`config.mk`:
```
export PLATFORM = sky130hd
export DESIGN_NAME = ysyx_25030085_rf_wb_sched_flat
export DESIGN_NICKNAME = d
export VERILOG_FILES = /design/src/rtl/ysyx_25030085_rf_wb_sched_pkg.sv /design/src/rtl/ysyx_25030085_rf_wb_sched_if.sv /design/src/rtl/ysyx_25030085_rf_wb_sched_rr_arb2.sv /design/src/rtl/ysyx_25030085_rf_wb_sched.sv /design/src/flat_wrapper.sv
export SDC_FILE = /design/constraint.sdc
export NUM_CORES = 1
export LEC_CHECK = 0
export BUFFER_PORTS_ARGS = -buffer_cell sky130_fd_sc_hd__buf_2
export CAP_MARGIN = 20
export CORE_ASPECT_RATIO = 1.2
export CORE_MARGIN = 5
export CORE_UTILIZATION = 50
export CTS_CLUSTER_DIAMETER = 50
export CTS_CLUSTER_SIZE = 14
export DETAILED_ROUTE_END_ITERATION = 16
export PLACE_DENSITY = 0.83
export SLEW_MARGIN = 20
export SYNTH_ARGS = -nofsm -noshare
export SYNTH_HDL_FRONTEND = slang
export SYNTH_SLANG_ARGS = --single-unit
```
`constraint.sdc`:
```
create_clock -name clk -period 9.7 [get_ports clk]
set_input_delay 1.94 -clock clk [delete_from_list [all_inputs] [get_ports clk]]
set_output_delay 1.94 -clock clk [all_outputs]
set_load 0.03 [all_outputs]
```
`src/rtl/ysyx_25030085_rf_wb_sched_pkg.sv`:
```
// Shared widths and requester ids for the regfile writeback scheduler.
package ysyx_25030085_rf_pkg;
    localparam int XLEN = 32;
    localparam int NREG = 32;
    localparam int AW   = 5;

    typedef enum logic {
        REQ_ALU = 1'b0,
        REQ_LSU = 1'b1
    } req_id_e;
endpackage

```
`src/rtl/ysyx_25030085_rf_wb_sched_if.sv`:
```
// Issue, writeback-request and regfile write-port bundle around the scheduler.
interface ysyx_25030085_rf_wb_sched_if
    import ysyx_25030085_rf_pkg::*;
();
    logic            issue_valid;
    logic            issue_ready;
    logic [AW-1:0]   issue_rs1;
    logic [AW-1:0]   issue_rs2;
    logic [AW-1:0]   issue_rd;
    logic            issue_wen;
    logic            alu_valid;
    logic            alu_ready;
    logic [AW-1:0]   alu_rd;
    logic [XLEN-1:0] alu_data;
    logic            lsu_valid;
    logic            lsu_ready;
    logic [AW-1:0]   lsu_rd;
    logic [XLEN-1:0] lsu_data;
    logic            rf_we;
    logic [AW-1:0]   rf_waddr;
    logic [XLEN-1:0] rf_wdata;
    logic [NREG-1:0] pending;

    modport master (
        output issue_valid, issue_rs1, issue_rs2, issue_rd, issue_wen,
        output alu_valid, alu_rd, alu_data, lsu_valid, lsu_rd, lsu_data,
        input  issue_ready, alu_ready, lsu_ready,
        input  rf_we, rf_waddr, rf_wdata, pending
    );

    modport slave (
        input  issue_valid, issue_rs1, issue_rs2, issue_rd, issue_wen,
        input  alu_valid, alu_rd, alu_data, lsu_valid, lsu_rd, lsu_data,
        output issue_ready, alu_ready, lsu_ready,
        output rf_we, rf_waddr, rf_wdata, pending
    );
endinterface

```
`src/rtl/ysyx_25030085_rf_wb_sched_rr_arb2.sv`:
```
// Two-way round-robin arbiter; requester 0 is the ALU, requester 1 the LSU.
module ysyx_25030085_rr_arb2
    import ysyx_25030085_rf_pkg::*;
(
    input  logic clk,
    input  logic rst,
    input  logic valid0,
    input  logic valid1,
    output logic grant0,
    output logic grant1
);
    req_id_e rr_last;
    logic    conflict;

    assign conflict = valid0 & valid1;
    // On a conflict the side that did not win the previous conflict goes first.
    assign grant0   = valid0 & (!valid1 | (rr_last == REQ_LSU));
    assign grant1   = valid1 & (!valid0 | (rr_last == REQ_ALU));

    always_ff @(posedge clk) begin
        if (!rst)
            rr_last <= REQ_ALU;
        else if (conflict)
            rr_last <= grant0 ? REQ_ALU : REQ_LSU;
    end
endmodule

```
`src/rtl/ysyx_25030085_rf_wb_sched.sv`:
```
// Writeback arbiter + RAW/WAW scoreboard in front of the single regfile write port.
module ysyx_25030085_rf_wb_sched
    import ysyx_25030085_rf_pkg::*;
(
    input logic                          clk,
    input logic                          rst,
    ysyx_25030085_rf_wb_sched_if.slave   bus
);
    logic            grant_alu, grant_lsu, wb_any;
    logic [AW-1:0]   wb_rd;
    logic [XLEN-1:0] wb_data;
    logic            rf_we_q;
    logic [AW-1:0]   rf_waddr_q;
    logic [XLEN-1:0] rf_wdata_q;
    logic [NREG-1:0] pend_q, pend_nxt;
    logic            issue_ready, set_fire;

    ysyx_25030085_rr_arb2 u_arb (
        .clk    (clk),
        .rst    (rst),
        .valid0 (bus.alu_valid),
        .valid1 (bus.lsu_valid),
        .grant0 (grant_alu),
        .grant1 (grant_lsu)
    );

    assign wb_any  = grant_alu | grant_lsu;
    assign wb_rd   = grant_lsu ? bus.lsu_rd   : bus.alu_rd;
    assign wb_data = grant_lsu ? bus.lsu_data : bus.alu_data;

    // No bypass: a consumer waits until the regfile write edge has passed.
    assign issue_ready = !(pend_q[bus.issue_rs1] | pend_q[bus.issue_rs2] |
                           (bus.issue_wen & pend_q[bus.issue_rd]));
    assign set_fire    = bus.issue_valid & issue_ready & bus.issue_wen &
                         (bus.issue_rd != '0);

    // Clear first so a same-edge set of the same register wins.
    always_comb begin
        pend_nxt = pend_q;
        if (rf_we_q)
            pend_nxt[rf_waddr_q] = 1'b0;
        if (set_fire)
            pend_nxt[bus.issue_rd] = 1'b1;
        pend_nxt[0] = 1'b0;
    end

    always_ff @(posedge clk) begin
        if (!rst) begin
            rf_we_q    <= 1'b0;
            rf_waddr_q <= '0;
            rf_wdata_q <= '0;
            pend_q     <= '0;
        end else begin
            rf_we_q <= wb_any && (wb_rd != '0);
            if (wb_any) begin
                rf_waddr_q <= wb_rd;
                rf_wdata_q <= wb_data;
            end
            pend_q <= pend_nxt;
        end
    end

    assign bus.alu_ready   = grant_alu;
    assign bus.lsu_ready   = grant_lsu;
    assign bus.issue_ready = issue_ready;
    assign bus.rf_we       = rf_we_q;
    assign bus.rf_waddr    = rf_waddr_q;
    assign bus.rf_wdata    = rf_wdata_q;
    assign bus.pending     = pend_q;
endmodule

```
`src/flat_wrapper.sv`:
```
// flat-port wrapper written by rule: the top's interface ports become plain ports
module ysyx_25030085_rf_wb_sched_flat import ysyx_25030085_rf_pkg::*;
  (clk, rst, bus_issue_valid, bus_issue_rs1, bus_issue_rs2, bus_issue_rd, bus_issue_wen, bus_alu_valid, bus_alu_rd, bus_alu_data, bus_lsu_valid, bus_lsu_rd, bus_lsu_data, bus_issue_ready, bus_alu_ready, bus_lsu_ready, bus_rf_we, bus_rf_waddr, bus_rf_wdata, bus_pending);
  ysyx_25030085_rf_wb_sched_if bus_i ();
  input logic clk;
  input logic rst;
  input wire logic [$bits(bus_i.issue_valid)-1:0] bus_issue_valid;
  input wire logic [$bits(bus_i.issue_rs1)-1:0] bus_issue_rs1;
  input wire logic [$bits(bus_i.issue_rs2)-1:0] bus_issue_rs2;
  input wire logic [$bits(bus_i.issue_rd)-1:0] bus_issue_rd;
  input wire logic [$bits(bus_i.issue_wen)-1:0] bus_issue_wen;
  input wire logic [$bits(bus_i.alu_valid)-1:0] bus_alu_valid;
  input wire logic [$bits(bus_i.alu_rd)-1:0] bus_alu_rd;
  input wire logic [$bits(bus_i.alu_data)-1:0] bus_alu_data;
  input wire logic [$bits(bus_i.lsu_valid)-1:0] bus_lsu_valid;
  input wire logic [$bits(bus_i.lsu_rd)-1:0] bus_lsu_rd;
  input wire logic [$bits(bus_i.lsu_data)-1:0] bus_lsu_data;
  output wire logic [$bits(bus_i.issue_ready)-1:0] bus_issue_ready;
  output wire logic [$bits(bus_i.alu_ready)-1:0] bus_alu_ready;
  output wire logic [$bits(bus_i.lsu_ready)-1:0] bus_lsu_ready;
  output wire logic [$bits(bus_i.rf_we)-1:0] bus_rf_we;
  output wire logic [$bits(bus_i.rf_waddr)-1:0] bus_rf_waddr;
  output wire logic [$bits(bus_i.rf_wdata)-1:0] bus_rf_wdata;
  output wire logic [$bits(bus_i.pending)-1:0] bus_pending;
  assign bus_i.issue_valid = bus_issue_valid;
  assign bus_i.issue_rs1 = bus_issue_rs1;
  assign bus_i.issue_rs2 = bus_issue_rs2;
  assign bus_i.issue_rd = bus_issue_rd;
  assign bus_i.issue_wen = bus_issue_wen;
  assign bus_i.alu_valid = bus_alu_valid;
  assign bus_i.alu_rd = bus_alu_rd;
  assign bus_i.alu_data = bus_alu_data;
  assign bus_i.lsu_valid = bus_lsu_valid;
  assign bus_i.lsu_rd = bus_lsu_rd;
  assign bus_i.lsu_data = bus_lsu_data;
  assign bus_issue_ready = bus_i.issue_ready;
  assign bus_alu_ready = bus_i.alu_ready;
  assign bus_lsu_ready = bus_i.lsu_ready;
  assign bus_rf_we = bus_i.rf_we;
  assign bus_rf_waddr = bus_i.rf_waddr;
  assign bus_rf_wdata = bus_i.rf_wdata;
  assign bus_pending = bus_i.pending;
  ysyx_25030085_rf_wb_sched u_core (.clk(clk), .rst(rst), .bus(bus_i));
endmodule
```
==> results of run 1 <==
## cell type report
type	instances	area share, %
well taps	92	2.355
flip-flops and latches	70	28.67
repair buffers	169	17.46
clock inverters	5	0.7424
clock buffers	10	2.816
inverters	1	0.07680
multi-input cells	291	47.87
## cells by family after synthesis
family	after synthesis
compound gates	121
simple gates	99
flops	70
mux	69
buf+inv	43
xor+xnor	1
other cells	1
## tightest hold or removal path: cells and delay by family (launching register included)
kind               cells  cell delay [ns]
AOI/OAI and AO/OA      1             0.05
and+or+nand+nor        1             0.04
DFF                    1             0.32
## worst paths after layout
| check | start | to | slack [ns] | cells past startpoint |
|---|---|---|---|---|
| max | bus_issue_rs1[2] | bus_issue_ready | 3.16 | 8 |
| min | u_core.bus.rf_wdata[23] | u_core.bus.rf_wdata[23] | 0.45 | 2 |
| max reg2reg | u_core.bus.pending[29] | u_core.bus.pending[16] | 6.71 | 6 |
| min reg2reg | u_core.bus.rf_wdata[23] | u_core.bus.rf_wdata[23] | 0.45 | 2 |
## through the flow
stage / hold slack [ns] / power [mW] / instances / util [%] / setup WS [ns]
floorplan: 0.5673 / 0.4100 / 404 / - / 3.501
global placement: 0.4296 / 0.4512 / 623 / 61.39 / 3.168
detailed placement: 0.4389 / 0.4551 / 623 / 61.49 / 3.102
CTS: 0.4572 / 0.6625 / 638 / 63.76 / 3.082
global route: 0.4933 / 0.6859 / 638 / 63.77 / 3.071
finish: 0.4507 / 0.6577 / 638 / 63.77 / 3.159
## routing by layer
| layer | part of all wire [%] | routed length [um] | up-vias | track usage [%] |
|---|---|---|---|---|
| met5 | 0 | 0 | - | 0 |
| li1 | - | - | 1842 | - |
| met1 | 36 | 4512 | 1845 | 29.10 |
| met3 | 12 | 1527 | 35 | 7.439 |
| met4 | 2.9 | 358 | 0 | 10.11 |
| met2 | 49 | 6116 | 266 | 42.06 |
## placed cells by master (no fill, tap or decap), types with 2 or more instances in the layout
cell / synthesis / layout
a21oi_1: 2 / 2
buf_2: 2 / 166
buf_4: 1 / 3
clkbuf_8: 0 / 10
clkinvlp_4: 0 / 3
dfxtp_1: 70 / 70
mux2_2: 4 / 4
mux2i_1: 51 / 51
mux4_2: 13 / 13
nand2_1: 43 / 43
nand2b_1: 5 / 5
nand3_1: 8 / 8
nand3b_1: 12 / 12
nor2_1: 8 / 8
nor2b_1: 3 / 3
nor4_1: 2 / 2
o211ai_1: 31 / 31
o21ai_0: 41 / 40
o221ai_1: 3 / 3
o22ai_1: 4 / 4
o41ai_1: 24 / 24
o41ai_2: 7 / 7
or3_1: 3 / 3
or3b_2: 5 / 5
## flip-flops by register name, indices dropped and copies added, names as in the netlist
register	cells
u_core.bus.pending	31
u_core.bus.rf_we	1
u_core.bus.rf_waddr	5
u_core.u_arb.rr_last	1
u_core.bus.rf_wdata	32
## power breakdown
group          total (mW)  internal, mW  switching [mW]
clock               0.209        0.0981           0.110
sequential          0.311         0.301          0.0101
combinational       0.138        0.0487          0.0896
total               0.658         0.448           0.210
==> flow_metrics.env, run 1 <==
export IMPL_outcome="finished clean"
export IMPL_start_kind="primary input"
export IMPL_critPathMaxStageDelay_ns=0.93
export IMPL_grt_pass1_vias=3950
export IMPL_ys_seq_area_share_pct=35.84
export IMPL_portBuffers=166
export IMPL_synth_edf_count=0
export IMPL_synth_common_cells="dfxtp_1, mux2i_1, nand2_1"
export IMPL_die_y_um=106.9
export IMPL_final_area_sq_mm=0.004887
export IMPL_path_clk_slew_ns=0.07
export IMPL_powerDensity_mw_per_mm2=134.6
export IMPL_gp_congestion=0.9709
export IMPL_wire_per_inst_um=19.62
export IMPL_ctsHoldBuffers=0
export IMPL_synth_flop_cell="dfxtp_1"
export IMPL_clk_path_buf_depth=2
export IMPL_dieArea_sq_mm=0.009696
export IMPL_drt_wl_total_um=12520
export IMPL_worst_slew_pin_slew_ns=0.7816
export IMPL_synth_most_common_cell="dfxtp_1"
export IMPL_cts_root_buf="clkbuf_8"
export IMPL_crit_chain="buf_2 > mux4_2 > or3b_1 > o2111ai_1 > o31ai_1 > or4_2 > nor2_1 > buf_2"
export IMPL_syn_area_sq_mm=0.003910
export IMPL_maxSlewViolCount=0
export IMPL_synth_area_per_cell_sq_um=9.678
export IMPL_crit_slowest_cell="or4_2"
export IMPL_synth_seq_cells=70
export IMPL_drc_errors=0
export IMPL_synth_simple_area_share_pct=13.34
export IMPL_hold_viol=0
export IMPL_path_buf_inv=2
export IMPL_fmax_mhz=152.9
export IMPL_drtIter0Drc=408
export IMPL_synth_xor_area_share_pct=0.2240
export IMPL_synth_compound_area_share_pct=23.07
export IMPL_crit_fanout=32
export IMPL_setup_viol=0
export IMPL_antenna_cells=0
export IMPL_path_delay_family="simple AND/OR/NAND/NOR gates"
export IMPL_syn_nets=499
export IMPL_synth_cell_types=46
export IMPL_required_ns=7.76
export IMPL_num_nets_final=637
export IMPL_rsz0062_at_grt="no"
export IMPL_crit_top_cell="buf_2"
export IMPL_rows=35
export IMPL_end_kind="primary output"
export IMPL_finalCriticalPeriod_ns=6.541
export IMPL_cts_repair_resized=0
export IMPL_clock_latency_ns=0.34
export IMPL_ir_drop_uv=95.34
export IMPL_start_util_pct=51.02
export IMPL_overflow=0
export IMPL_dr_pass1_iters=5
export IMPL_cts_made_buffers=9
export IMPL_regArea_sq_mm=0.001401
export IMPL_io_pins=168
export IMPL_synthTopCellsByArea="dfxtp_1, mux2i_1, mux4_2"
export IMPL_cts_num_sinks=70
export IMPL_drv_cap=0
export IMPL_grt_first_pass_wirelength_um=19640
export IMPL_fin_crit_sh_pct=67.43
export IMPL_critPathArrivalTime_ns=4.60
export IMPL_grt_usage_pct=24.79
export IMPL_fill_cells=646
export IMPL_yosys_area_share_adder_pct=0
export IMPL_vias_per_cell=6.251
export IMPL_async_flop_share_pct=0
export IMPL_synth_top_area_share_pct=35.84
export IMPL_tns_ns=0
export IMPL_vias=3988
export IMPL_htreeDepth=3
export IMPL_yosysWarnings=0
export IMPL_hp_class="flip-flop to flip-flop"
export IMPL_area_delta_synth_final_pct=24.99
export IMPL_slew_headroom_pct=47.67
export IMPL_multiInputGateArea_sq_mm=0.002340
export IMPL_drive_gt1_share_pct=39.74
export IMPL_synth_area_leader_cell="dfxtp_1"
export IMPL_antenna_found_initial=0
export IMPL_die_w_um=90.73
export IMPL_synth_top_family_by_area="compound AO/OA/AOI/OAI gates"
export IMPL_p_leak_nw=2.159
export IMPL_dpl_instance_area_sq_mm=0.004712
export IMPL_skew_ns=0.007874
export IMPL_drt_antenna_violating_nets=0
export IMPL_path_class="primary input to primary output"
export IMPL_grt_max_degree=41
export IMPL_postCtsSetupRepairBufs=0
export IMPL_core_area_sq_mm=0.007664
export IMPL_synthMuxAreaShare_pct=22.37
export IMPL_netlist_instances=404
export IMPL_hpwl_um=9509
export IMPL_cts_tree="built"
No activity file was read; power rests on OpenSTA's default activity.
==> run 2: changes to the inputs <==
CORE_UTILIZATION = 48   (was 50)
PLACE_DENSITY = 0.81   (was 0.83)
clock period = 6.8 ns   (was 9.7 ns; I/O delays follow)
==> run 2 against run 1 <==
Global-route usage down 0.78 points. Count of clock-buffer cells in the layout is the same. Wire length is 1.6% lower. Largest cell class unchanged.
==> flow_metrics.env, run 2 (synthesis gave the netlist of run 1 again) <==
export IMPL_hold_viol=0
export IMPL_io_pins=168
export IMPL_outcome="finished clean"
export IMPL_maxSlewViolCount=0
export IMPL_cts_tree="built"
export IMPL_start_kind="primary input"
export IMPL_finalCriticalPeriod_ns=4.778
export IMPL_crit_slowest_cell="mux4_1"
export IMPL_required_ns=5.44
export IMPL_ctsHoldBuffers=0
export IMPL_clk_path_buf_depth=2
export IMPL_vias_per_cell=6.278
export IMPL_fin_crit_sh_pct=70.27
export IMPL_grt_first_pass_wirelength_um=19400
export IMPL_gp_congestion=0.9911
export IMPL_regArea_sq_mm=0.001401
export IMPL_start_util_pct=48.77
export IMPL_hp_class="flip-flop to flip-flop"
export IMPL_slew_headroom_pct=34.80
export IMPL_rows=36
export IMPL_worstSetupStartpoint="bus_issue_rs1[2]"
export IMPL_tns_ns=0
export IMPL_dr_pass1_iters=5
export IMPL_regToRegSetupSlack_ns=4.06
export IMPL_drive_gt1_share_pct=39.89
export IMPL_num_nets_final=639
export IMPL_core_area_sq_mm=0.008018
export IMPL_grt_usage_pct=24.01
export IMPL_worstHoldPathCells=2
export IMPL_worstRegToRegCells=7
export IMPL_r2r_start="u_core.bus.pending[25]"
export IMPL_cts_repair_resized=0
export IMPL_area_delta_synth_final_pct=25.44
export IMPL_worst_slew_pin_slew_ns=0.9737
export IMPL_cts_root_buf="clkbuf_8"
export IMPL_path_class="primary input to primary output"
export IMPL_critPathMaxStageDelay_ns=0.57
export IMPL_reg2reg_to="u_core.bus.pending[31]"
export IMPL_ir_drop_uv=136.6
export IMPL_clock_latency_ns=0.35
export IMPL_drtIter0Drc=343
export IMPL_grt_pass1_vias=3847
export IMPL_hp_start="u_core.bus.rf_wdata[29]"
export IMPL_fmax_mhz=209.3
export IMPL_drv_cap=0
export IMPL_fill_cells=681
export IMPL_rsz0062_at_grt="no"
export IMPL_layout_common_cells="buf_2, dfxtp_1, mux2i_1"
export IMPL_vias=4043
export IMPL_hpwl_um=9353
export IMPL_min_to="u_core.bus.rf_wdata[29]"
export IMPL_path_clk_slew_ns=0.07
export IMPL_die_w_um=92.39
export IMPL_drt_wl_total_um=12320
export IMPL_portBuffers=166
export IMPL_antenna_cells=0
export IMPL_largest_reg_flops=32
export IMPL_wire_per_inst_um=19.13
export IMPL_p_leak_nw=2.182
export IMPL_crit_top_cell="buf_2"
export IMPL_critPathArrivalTime_ns=3.42
export IMPL_htreeDepth=3
export IMPL_powerDensity_mw_per_mm2=191.9
export IMPL_crit_chain="buf_2 > mux4_1 > o32a_1 > o2111ai_1 > o31ai_1 > or4_1 > nor2_1 > buf_2"
export IMPL_antenna_found_initial=0
export IMPL_die_y_um=108.9
export IMPL_postCtsSetupRepairBufs=0
export IMPL_drc_errors=0
export IMPL_timing_hold_ws_ns=0.4530
export IMPL_multiInputGateArea_sq_mm=0.002331
export IMPL_crit_fanout=9
export IMPL_cts_made_buffers=9
export IMPL_skew_ns=0.01328
export IMPL_drt_antenna_violating_nets=0
export IMPL_grt_max_degree=41
export IMPL_final_common_cell="buf_2"
export IMPL_overflow=0
export IMPL_end_kind="primary output"
export IMPL_cts_num_sinks=70
export IMPL_setup_viol=0
export IMPL_dieArea_sq_mm=0.01006
## run 2: cell count changes in the layout (fill, tap and decap cells not counted), sizes merged
cell and change:
clkinv +2, inv +1, buf +2, clkinvlp -2
## run 2: worst max path at each step
| stage | to | cells past startpoint |
|---|---|---|
| floorplan | bus_issue_ready | 9 |
| global placement | bus_issue_ready | 8 |
| detailed placement | bus_issue_ready | 8 |
| CTS | bus_issue_ready | 8 |
| global route | bus_issue_ready | 8 |
| finish | bus_issue_ready | 8 |
## run 2: layout make-up
type | count | share of cell area [%]
clock buffer | 10 | 2.806
tap | 95 | 2.423
inverter | 1 | 0.07653
sequential | 70 | 28.57
multi-input combinational | 291 | 47.53
timing repair buffer | 171 | 17.86
clock inverter | 6 | 0.7398
## run 2: where the power goes
group          total, mW  leakage [nW]  switching [mW]  internal (mW)
sequential         0.444         0.573          0.0153          0.429
combinational      0.199          1.52           0.128         0.0710
clock              0.298        0.0922           0.157          0.141
## run 2: through the flow
stage	area (sq um)	utilization, %	power (mW)	setup WS [ns]	instances
after detailed placement	4731	59.00	0.6511	2.023	628
after global placement	4716	58.82	0.6450	2.082	627
after floorplan	3910	-	0.5848	1.761	404
final	4905	61.17	0.9412	2.022	644
after global routing	4905	61.17	0.9838	1.912	644
after CTS	4905	61.17	0.9471	2.020	644
## run 2: layer usage
metal  global-route usage, %  up-vias  wire length, um
met1                   28.98     1908             4789
met3                   6.280       29             1176
met4                   10.19        0              296
li1                        -     1859                -
met5                       0        -                0
met2                   40.49      247             6057
## run 2: worst max-delay path: cells and delay by family
kind	cells	cell delay [ns]
multiplexers	1	0.57
AND/OR/NAND/NOR	2	0.54
AO/OA/AOI/OAI	3	0.53
buffers and inverters	2	0.40
